**src/rtl/risc_ctrl_fsm_if.sv**
```systemverilog
`default_nettype none
// ---------------------------------------------------------------------------
// Module   : risc_ctrl_fsm_if
// Brief    : Shared memory-port handshake between control FSM and memory.
// Revision : 1.0 - initial release
// ---------------------------------------------------------------------------
interface risc_ctrl_fsm_if;
  logic mem_req;
  logic mem_we;
  logic addr_sel;
  logic mem_ready;

  modport master (output mem_req, output mem_we, output addr_sel, input mem_ready);
  modport slave  (input mem_req, input mem_we, input addr_sel, output mem_ready);
endinterface
`default_nettype wire

```
**src/rtl/risc_ctrl_fsm.sv**
```systemverilog
`default_nettype none
// ---------------------------------------------------------------------------
// Module   : risc_ctrl_fsm
// Brief    : Multi-cycle control unit for the 8-bit RISC CPU with memory-wait watchdog.
// Revision : 1.0 - initial release
// ---------------------------------------------------------------------------
module risc_ctrl_fsm #(
  parameter int unsigned WAIT_MAX = 15
) (
  input  logic                  Clk,
  input  logic                  Rst,
  input  logic                  Cen,
  input  logic [7:0]            Ir,
  input  logic                  Zero,
  risc_ctrl_fsm_if.master       bus,
  output logic                  pc_inc,
  output logic                  pc_load,
  output logic                  ir_en,
  output logic                  acc_en,
  output logic                  acc_src,
  output logic [1:0]            alu_op,
  output logic                  halted,
  output logic                  bus_err,
  output logic [2:0]            state
);

  typedef enum logic [2:0] {
    FETCH  = 3'd0,
    DECODE = 3'd1,
    MEMRD  = 3'd2,
    MEMWR  = 3'd3,
    HALT   = 3'd4,
    ERR    = 3'd5
  } state_t;

  localparam logic [2:0] c_op_nop = 3'b000;
  localparam logic [2:0] c_op_lda = 3'b001;
  localparam logic [2:0] c_op_sta = 3'b010;
  localparam logic [2:0] c_op_add = 3'b011;
  localparam logic [2:0] c_op_sub = 3'b100;
  localparam logic [2:0] c_op_jmp = 3'b101;
  localparam logic [2:0] c_op_jz  = 3'b110;

  localparam logic       c_wd_on     = (WAIT_MAX != 0);
  localparam logic [7:0] c_wait_last = 8'(WAIT_MAX - 1);

  state_t     r_state;
  state_t     w_next;
  logic [7:0] r_wait_cnt;
  logic       w_wait;
  logic       w_run;
  logic [2:0] w_op;
  logic       w_unused_operand;

  assign w_op  = Ir[7:5];
  assign w_run = Cen & ~Rst;
  // Operand bits steer the datapath address mux, not the sequencing.
  assign w_unused_operand = ^Ir[4:0];

  always_comb begin
    w_next = r_state;
    w_wait = 1'b0;
    case (r_state)
      FETCH: begin
        if (bus.mem_ready) w_next = DECODE;
        else               w_wait = 1'b1;
      end
      DECODE: begin
        case (w_op)
          c_op_nop, c_op_jmp, c_op_jz:  w_next = FETCH;
          c_op_lda, c_op_add, c_op_sub: w_next = MEMRD;
          c_op_sta:                     w_next = MEMWR;
          default:                      w_next = HALT;
        endcase
      end
      MEMRD, MEMWR: begin
        if (bus.mem_ready) w_next = FETCH;
        else               w_wait = 1'b1;
      end
      HALT:    w_next = HALT;
      ERR:     w_next = ERR;
      default: w_next = FETCH;
    endcase
    // A late mem_ready on the limit cycle still completes the access.
    if (w_wait && c_wd_on && (r_wait_cnt == c_wait_last)) w_next = ERR;
  end

  always_ff @(posedge Clk) begin
    if (Rst) begin
      r_state    <= FETCH;
      r_wait_cnt <= 8'd0;
    end else if (Cen) begin
      r_state <= w_next;
      if (w_next != r_state) r_wait_cnt <= 8'd0;
      else if (w_wait)       r_wait_cnt <= r_wait_cnt + 8'd1;
    end
  end

  always_comb begin
    bus.mem_req  = 1'b0;
    bus.mem_we   = 1'b0;
    bus.addr_sel = 1'b0;
    pc_inc       = 1'b0;
    pc_load      = 1'b0;
    ir_en        = 1'b0;
    acc_en       = 1'b0;
    acc_src      = 1'b0;
    alu_op       = 2'b00;
    if (w_run) begin
      case (r_state)
        FETCH: begin
          bus.mem_req = 1'b1;
          if (bus.mem_ready) begin
            ir_en  = 1'b1;
            pc_inc = 1'b1;
          end
        end
        DECODE: begin
          if (w_op == c_op_jmp) pc_load = 1'b1;
          if (w_op == c_op_jz)  pc_load = Zero;
        end
        MEMRD: begin
          bus.mem_req  = 1'b1;
          bus.addr_sel = 1'b1;
          if (bus.mem_ready) begin
            case (w_op)
              c_op_lda: begin acc_en = 1'b1; acc_src = 1'b1; alu_op = 2'b00; end
              c_op_add: begin acc_en = 1'b1; alu_op = 2'b01; end
              c_op_sub: begin acc_en = 1'b1; alu_op = 2'b10; end
              default:  acc_en = 1'b0;
            endcase
          end
        end
        MEMWR: begin
          bus.mem_req  = 1'b1;
          bus.mem_we   = 1'b1;
          bus.addr_sel = 1'b1;
        end
        default: ;
      endcase
    end
  end

  assign halted  = ~Rst & ((r_state == HALT) || (r_state == ERR));
  assign bus_err = ~Rst & (r_state == ERR);
  assign state   = Rst ? 3'd0 : 3'(r_state);

endmodule
`default_nettype wire

```
**src/flat_wrapper.sv**
```systemverilog
// flat-port wrapper written by rule: the top's interface ports become plain ports
module risc_ctrl_fsm_flat 
#(
  parameter int unsigned WAIT_MAX = 15
)
  (Clk, Rst, Cen, Ir, Zero, pc_inc, pc_load, ir_en, acc_en, acc_src, alu_op, halted, bus_err, state, bus_mem_req, bus_mem_we, bus_addr_sel, bus_mem_ready);
  risc_ctrl_fsm_if bus_i ();
  input  logic Clk;
  input  logic Rst;
  input  logic Cen;
  input  logic [7:0] Ir;
  input  logic Zero;
  output logic pc_inc;
  output logic pc_load;
  output logic ir_en;
  output logic acc_en;
  output logic acc_src;
  output logic [1:0] alu_op;
  output logic halted;
  output logic bus_err;
  output logic [2:0] state;
  output wire logic [$bits(bus_i.mem_req)-1:0] bus_mem_req;
  output wire logic [$bits(bus_i.mem_we)-1:0] bus_mem_we;
  output wire logic [$bits(bus_i.addr_sel)-1:0] bus_addr_sel;
  input wire logic [$bits(bus_i.mem_ready)-1:0] bus_mem_ready;
  assign bus_mem_req = bus_i.mem_req;
  assign bus_mem_we = bus_i.mem_we;
  assign bus_addr_sel = bus_i.addr_sel;
  assign bus_i.mem_ready = bus_mem_ready;
  risc_ctrl_fsm #(.WAIT_MAX(WAIT_MAX)) u_core (.Clk(Clk), .Rst(Rst), .Cen(Cen), .Ir(Ir), .Zero(Zero), .bus(bus_i), .pc_inc(pc_inc), .pc_load(pc_load), .ir_en(ir_en), .acc_en(acc_en), .acc_src(acc_src), .alu_op(alu_op), .halted(halted), .bus_err(bus_err), .state(state));
endmodule
```
**config.mk**
```make
export PLATFORM = sky130hd
export DESIGN_NAME = risc_ctrl_fsm_flat
export DESIGN_NICKNAME = d
export VERILOG_FILES = /design/src/rtl/risc_ctrl_fsm_if.sv /design/src/rtl/risc_ctrl_fsm.sv /design/src/flat_wrapper.sv
export SDC_FILE = /design/constraint.sdc
export NUM_CORES = 1
export LEC_CHECK = 0
export ABC_CLOCK_PERIOD_IN_PS = 4400
export CAP_MARGIN = 20
export CORE_UTILIZATION = 45
export DETAILED_ROUTE_END_ITERATION = 12
export GPL_TIMING_DRIVEN = 0
export PLACE_DENSITY = 0.87
export RECOVER_POWER = 25
export SYNTH_ARGS = -nofsm -noshare
export SYNTH_HDL_FRONTEND = slang
export SYNTH_SLANG_ARGS = --single-unit
```
**constraint.sdc**
```tcl
create_clock -name Clk -period 4.4 [get_ports Clk]
set_input_delay 0.44 -clock Clk [delete_from_list [all_inputs] [get_ports Clk]]
set_output_delay 0.44 -clock Clk [all_outputs]
set_load 0.05 [all_outputs]
```
# Word-level counts from Yosys, hierarchy flattened

Index checks and enable logic that the tools add are counted.

Reduce and logical (&&, ||, !) cells: 10
Add/subtract/negate cells: 1
Eq/ne operators: 13
Multiplexer cells: 35
Bitwise gates (word level): 4

Operator list:

| cell                                                 | count |
|---|---|
| two-way mux 1 bit                                    | 23 |
| two-way mux 8 bit                                    | 2 |
| equality test 3 bit (second input constant)          | 5 |
| one-hot mux 3 bit (5 select lines)                   | 1 |
| equality test 3 x 2 -> 1 bit (second input constant) | 4 |
| two-way mux 3 bit                                    | 4 |
| one-hot mux 3 bit (3 select lines)                   | 1 |
| OR reduction 3 bit                                   | 3 |
| adder 8 x 1 -> 8 bit (second input constant)         | 1 |
| equality test 8 x 4 -> 1 bit (second input constant) | 1 |
| equality test 3 x 1 -> 1 bit (second input constant) | 2 |
| zero test 3 bit                                      | 2 |
| two-way mux 2 bit                                    | 3 |
| one-hot mux 2 bit (2 select lines)                   | 1 |
| bitwise AND 1 bit                                    | 3 |
| inequality test 3 bit                                | 1 |
| AND reduction 2 bit                                  | 1 |
| nonzero test 2 bit                                   | 1 |
| OR reduction 2 bit                                   | 1 |
| logical AND 1 bit                                    | 1 |
| logical OR 1 bit                                     | 1 |
| inverter 1 bit                                       | 1 |

Output and inout bits: 15
Flip-flop bits (word level): 11

# Longest topological paths before layout

Word-level depth: 8
Depth in mapped cells: 7
Gate-level depth less buffers: 7

# Worst setup path before layout

No wires, ideal clock.

Path kind: input to output
Start point: in Cen
End point: out acc_src
Slack: 1.137 ns
Required time: 3.960 ns
Stages on the path: 5
Arrival time: 2.823 ns
Cell sequence: clkbuf_1 -> nand2_1 -> nor3b_2 -> nand2_1 -> nor3_1

Cells in the longest elaborated chain, start to end: 2

Ends and longest elaborated chain:

| element            | RTL line             | text |
|---|---|---|
| start: declaration | flat_wrapper.sv:10   | `input logic Cen;` |
| bitwise AND 1 bit  | risc_ctrl_fsm.sv:56  | `assign w_run = Cen & ~Rst;` |
| two-way mux 1 bit  | risc_ctrl_fsm.sv:109 | `if (w_run) begin` |
| end: declaration   | flat_wrapper.sv:17   | `output logic acc_src;` |

Every way passes these cells.

# Worst setup path after layout

Start point: in Rst
End point: out alu_op[0]

Cells in the longest elaborated chain, start to end: 3

Ends and longest elaborated chain:

| element            | RTL line             | text |
|---|---|---|
| start: declaration | flat_wrapper.sv:9    | `input logic Rst;` |
| inverter 1 bit     | risc_ctrl_fsm.sv:56  |  |
| bitwise AND 1 bit  | risc_ctrl_fsm.sv:56  |  |
| two-way mux 2 bit  | risc_ctrl_fsm.sv:109 |  |
| end: declaration   | flat_wrapper.sv:18   | `output logic [1:0] alu_op;` |

Every way passes these cells.

==> metrics.log <==
[metrics] Area Overhead vs Synth: 27.0%
[metrics] actual slew at the worst max-slew pin: 1.03 ns
[metrics] leading post-synthesis cells by cell area: sky130_fd_sc_hd__dfxtp_1 25%, sky130_fd_sc_hd__nor2_1 7.2%, sky130_fd_sc_hd__nand2_1 5.5%, sky130_fd_sc_hd__nor4_4 4.8%, sky130_fd_sc_hd__a21oi_1 3.9%
[metrics] number of iterations in the first detailed-routing pass: 4
[metrics] critical path's slowest cell: sky130_fd_sc_hd__clkdlybuf4s50_1
[metrics] Yosys top cell area share: 24.8%
[metrics] Critical Path Start Type: input pin
[metrics] clock latency at the later pin of the worst-skew pair: 0.28 ns
[metrics] endpoints failing setup: 0
[metrics] library cell with the largest summed area after synthesis: sky130_fd_sc_hd__dfxtp_1
[metrics] hold_buf cts: 0
[metrics] number of DRC markers after the initial detailed-route iteration: 46
[metrics] post-synthesis cell type count: 38
[metrics] number of enable flip-flop cells after synthesis: 0
[metrics] core area: 1780 µm²
[metrics] count of clock tree sinks: 11
[metrics] cell depth of the worst flop-to-flop path: 5
[metrics] maximum clock insertion buffer count: 2
[metrics] post-synthesis sequential area ratio: 24.8%
[metrics] number of nets with antenna violations after detailed routing: 0
[metrics] MaxCap Viol Count: 0
[metrics] portion of the clock cycle consumed by the worst path in the final layout: 70.1%
[metrics] number of top-level pins: 28
[metrics] worst reg2reg path endpoint: u_core.r_wait_cnt[5]$_SDFFE_PP0P_
[metrics] die outline area: 2160 µm²
[metrics] global-route wire length before repair: 3.48 mm
[metrics] number of port buffers: 21
[metrics] Worst Setup End Kind: output pin
[metrics] initial antenna violation count: 0
[metrics] vias per cell: 5.46
[metrics] routability congestion estimate from global placement: 0.954
[metrics] number of flip-flops and latches in the synthesized netlist: 11
[metrics] share of final-layout standard cells stronger than drive strength 1: 8.28%
[metrics] max-slew violations: 0
[metrics] drc violations: 0
[metrics] via count of the first global-routing pass: 784
[metrics] number of placement rows: 15
[metrics] starting density of the core: 49.8%
[metrics] remaining max-slew budget at the tightest pin: 30.5%
[metrics] number of H-tree branching levels: 1
[metrics] unrepaired setup endpoints after global routing: no
[metrics] crit-path cells: clkdlybuf4s50_1, inv_1, nand2_1, nor3b_2, nand2_1, nor3_1, clkdlybuf4s50_1
[metrics] Inserted Diodes: 0
[metrics] number of nets in the finished design: 161
[metrics] post-route minimum period: 3.08 ns
[metrics] flip-flop cell with the highest count after synthesis: sky130_fd_sc_hd__dfxtp_1
[metrics] number of cells on the worst hold path: 2
[metrics] CTS Buf Count: 3
[metrics] CP Buf/Inv Count: 3
[metrics] Leakage Power: 0.413 nW
[metrics] hold path endpoint: u_core.r_wait_cnt[7]$_SDFFE_PP0P_
[metrics] setup TNS: 0 ns
[metrics] synthesized area per cell: 7.40 µm²
[metrics] P per Cell Area: 202 nW/µm²
[metrics] worst-path maximum fanout: 7
[metrics] peak per-stage delay on the critical path: 0.82 ns
[metrics] TritonCTS clock tree: built
[metrics] DIE WIDTH: 46.4 µm
[metrics] worst setup slack for register-to-register paths: 1.92 ns
[metrics] Async SR Flop Fraction: 0%
[metrics] leading cell type by number of instances after synthesis: sky130_fd_sc_hd__nor2_1
[metrics] data required time at the worst endpoint: 3.96 ns
[metrics] crit path kind: input pin to output pin
[metrics] Post-Synthesis Net Count: 135
[metrics] Mapped Cells: 120
[metrics] GR Overflow Total: 0
[metrics] source of the worst hold timing path: u_core.r_wait_cnt[7]$_SDFFE_PP0P_
[metrics] Layout Utilization: 63.3%
[metrics] type of the tightest min-delay check: register to register
[metrics] number of post-CTS setup repair buffers: 0
[metrics] maximum vdd ir drop: 0.134 mV
[metrics] data arrival time of the worst path: 2.64 ns
[metrics] run status: finished, final reports clean
[metrics] Die Height: 46.4 µm
[metrics] average routed wire per standard cell: 12.9 µm
[metrics] largest net degree at the start of global routing: 11
[metrics] warning count from the yosys run: 0
[metrics] root buffer selected by CTS: sky130_fd_sc_hd__clkbuf_4
[metrics] leading post-synthesis cells by instance count: 17 x sky130_fd_sc_hd__nor2_1, 13 x sky130_fd_sc_hd__nand2_1, 11 x sky130_fd_sc_hd__dfxtp_1, 7 x sky130_fd_sc_hd__a21oi_1
[metrics] area of the mapped netlist: 888 µm²
[metrics] routed via count: 928
[metrics] final setup skew: 0.0103 ns
[metrics] number of cells upsized or downsized after cts: 0
[metrics] Clock Pin Slew Worst Setup and Hold Paths: 0.08 ns
[metrics] total count of hold-check failures in the final report: 0
[metrics] Max Freq: 324 MHz
[metrics] startpoint of the most critical register-to-register path: u_core.r_wait_cnt[5]$_SDFFE_PP0P_
[metrics] GRT Resource Usage Total: 22.5%
[metrics] dominant delay contributor by cell family on the critical path: buffers and inverters
[metrics] routed wire length: 2.19 mm
flip-flops by register name, summed over array words and instances, names as in the netlist:
name / flops
u_core.r_wait_cnt: 8
u_core.r_state: 3
where the power goes:
| part | total, mW | switching [mW] | internal, mW | leakage, nW |
|---|---|---|---|---|
| Combinational | 0.0539 | 0.0327 | 0.0212 | 0.306 |
| Clock | 0.0700 | 0.0363 | 0.0337 | 0.0177 |
| Sequential | 0.104 | 0.00210 | 0.102 | 0.0891 |
| Total | 0.228 | 0.0711 | 0.157 | 0.413 |
routing by layer:
metal,vias up,global-route usage [%],wire [µm]
met2,27,34.7,990
met1,421,31.7,1050
li1,471,-,-
met5,-,0,0
met3,9,3.53,110
met4,0,7.06,43
area by class of cell:
class,instances,area (µm²)
Tap cell,25,31.3
Multi-Input combinational cell,97,588
Fill cell,156,654
Inverter,5,18.8
Clock inverter,1,5.00
Buffer,7,32.5
Timing Repair Buffer,21,210
Clock buffer,3,22.5
Sequential cell,11,220
metrics by stage:
| step | instance area (µm²) | std cells | hold WS [ns] | total power, mW | setup slack, ns |
|---|---|---|---|---|---|
| 5_1_grt | 1130 | 170 | 0.568 | 0.242 | 1.22 |
| 4_1_cts | 1160 | 170 | 0.540 | 0.232 | 1.28 |
| 2_1_floorplan | 888 | 120 | 0.476 | 0.144 | 1.14 |
| 6_report | 1130 | 170 | 0.541 | 0.228 | 1.32 |
| 3_5_place_dp | 1130 | 166 | 0.514 | 0.162 | 1.27 |
| 3_3_place_gp | 1130 | 166 | 0.507 | 0.161 | 1.31 |
layout by cell type (no fill, tap or decap), types with 3 or more instances in the layout:
cell | netlist | layout
sky130_fd_sc_hd__clkdlybuf4s50_1 | 0 | 20
sky130_fd_sc_hd__nor2_1 | 17 | 17
sky130_fd_sc_hd__nand2_1 | 13 | 13
sky130_fd_sc_hd__dfxtp_1 | 11 | 11
sky130_fd_sc_hd__a21oi_1 | 7 | 7
sky130_fd_sc_hd__inv_1 | 5 | 5
sky130_fd_sc_hd__nor3_1 | 5 | 5
sky130_fd_sc_hd__nand3_1 | 5 | 5
sky130_fd_sc_hd__nor2b_1 | 4 | 4
sky130_fd_sc_hd__clkbuf_1 | 4 | 4
sky130_fd_sc_hd__nand2b_1 | 4 | 4
sky130_fd_sc_hd__o21ai_0 | 3 | 4
sky130_fd_sc_hd__o211ai_1 | 3 | 4
sky130_fd_sc_hd__and2_1 | 3 | 3
sky130_fd_sc_hd__nand4_1 | 3 | 3
sky130_fd_sc_hd__xor2_1 | 3 | 3
sky130_fd_sc_hd__and3_1 | 3 | 3
sky130_fd_sc_hd__clkbuf_4 | 0 | 3
kinds of logic after synthesis:
kind of cell	Yosys count	share of synthesized area, %
AND/OR/NAND/NOR	67	42.5
multiplexers	1	1.27
adder cells (fa/ha/maj)	2	2.82
XOR/XNOR	5	4.93
AO/OA/AOI/OAI	22	17.9
flip-flops	11	24.8
buffers and inverters	12	5.77
worst max path at each step:
stage / startpoint / end / slack, ns / depth (start not counted)
2_1_floorplan: Cen / acc_src / 1.14 / 5
3_3_place_gp: Rst / acc_src / 1.31 / 7
3_5_place_dp: Rst / acc_src / 1.27 / 7
4_1_cts: Rst / acc_src / 1.28 / 7
5_1_grt: Rst / acc_src / 1.22 / 7
6_report: Rst / alu_op[0] / 1.32 / 7
tightest hold or removal path, stage by stage, from the launching register on:
cell and delay [ns]:
sky130_fd_sc_hd__dfxtp_1 0.36, sky130_fd_sc_hd__xnor2_1 0.08, sky130_fd_sc_hd__nor2_1 0.07
(Power assumes the default switching activity.)
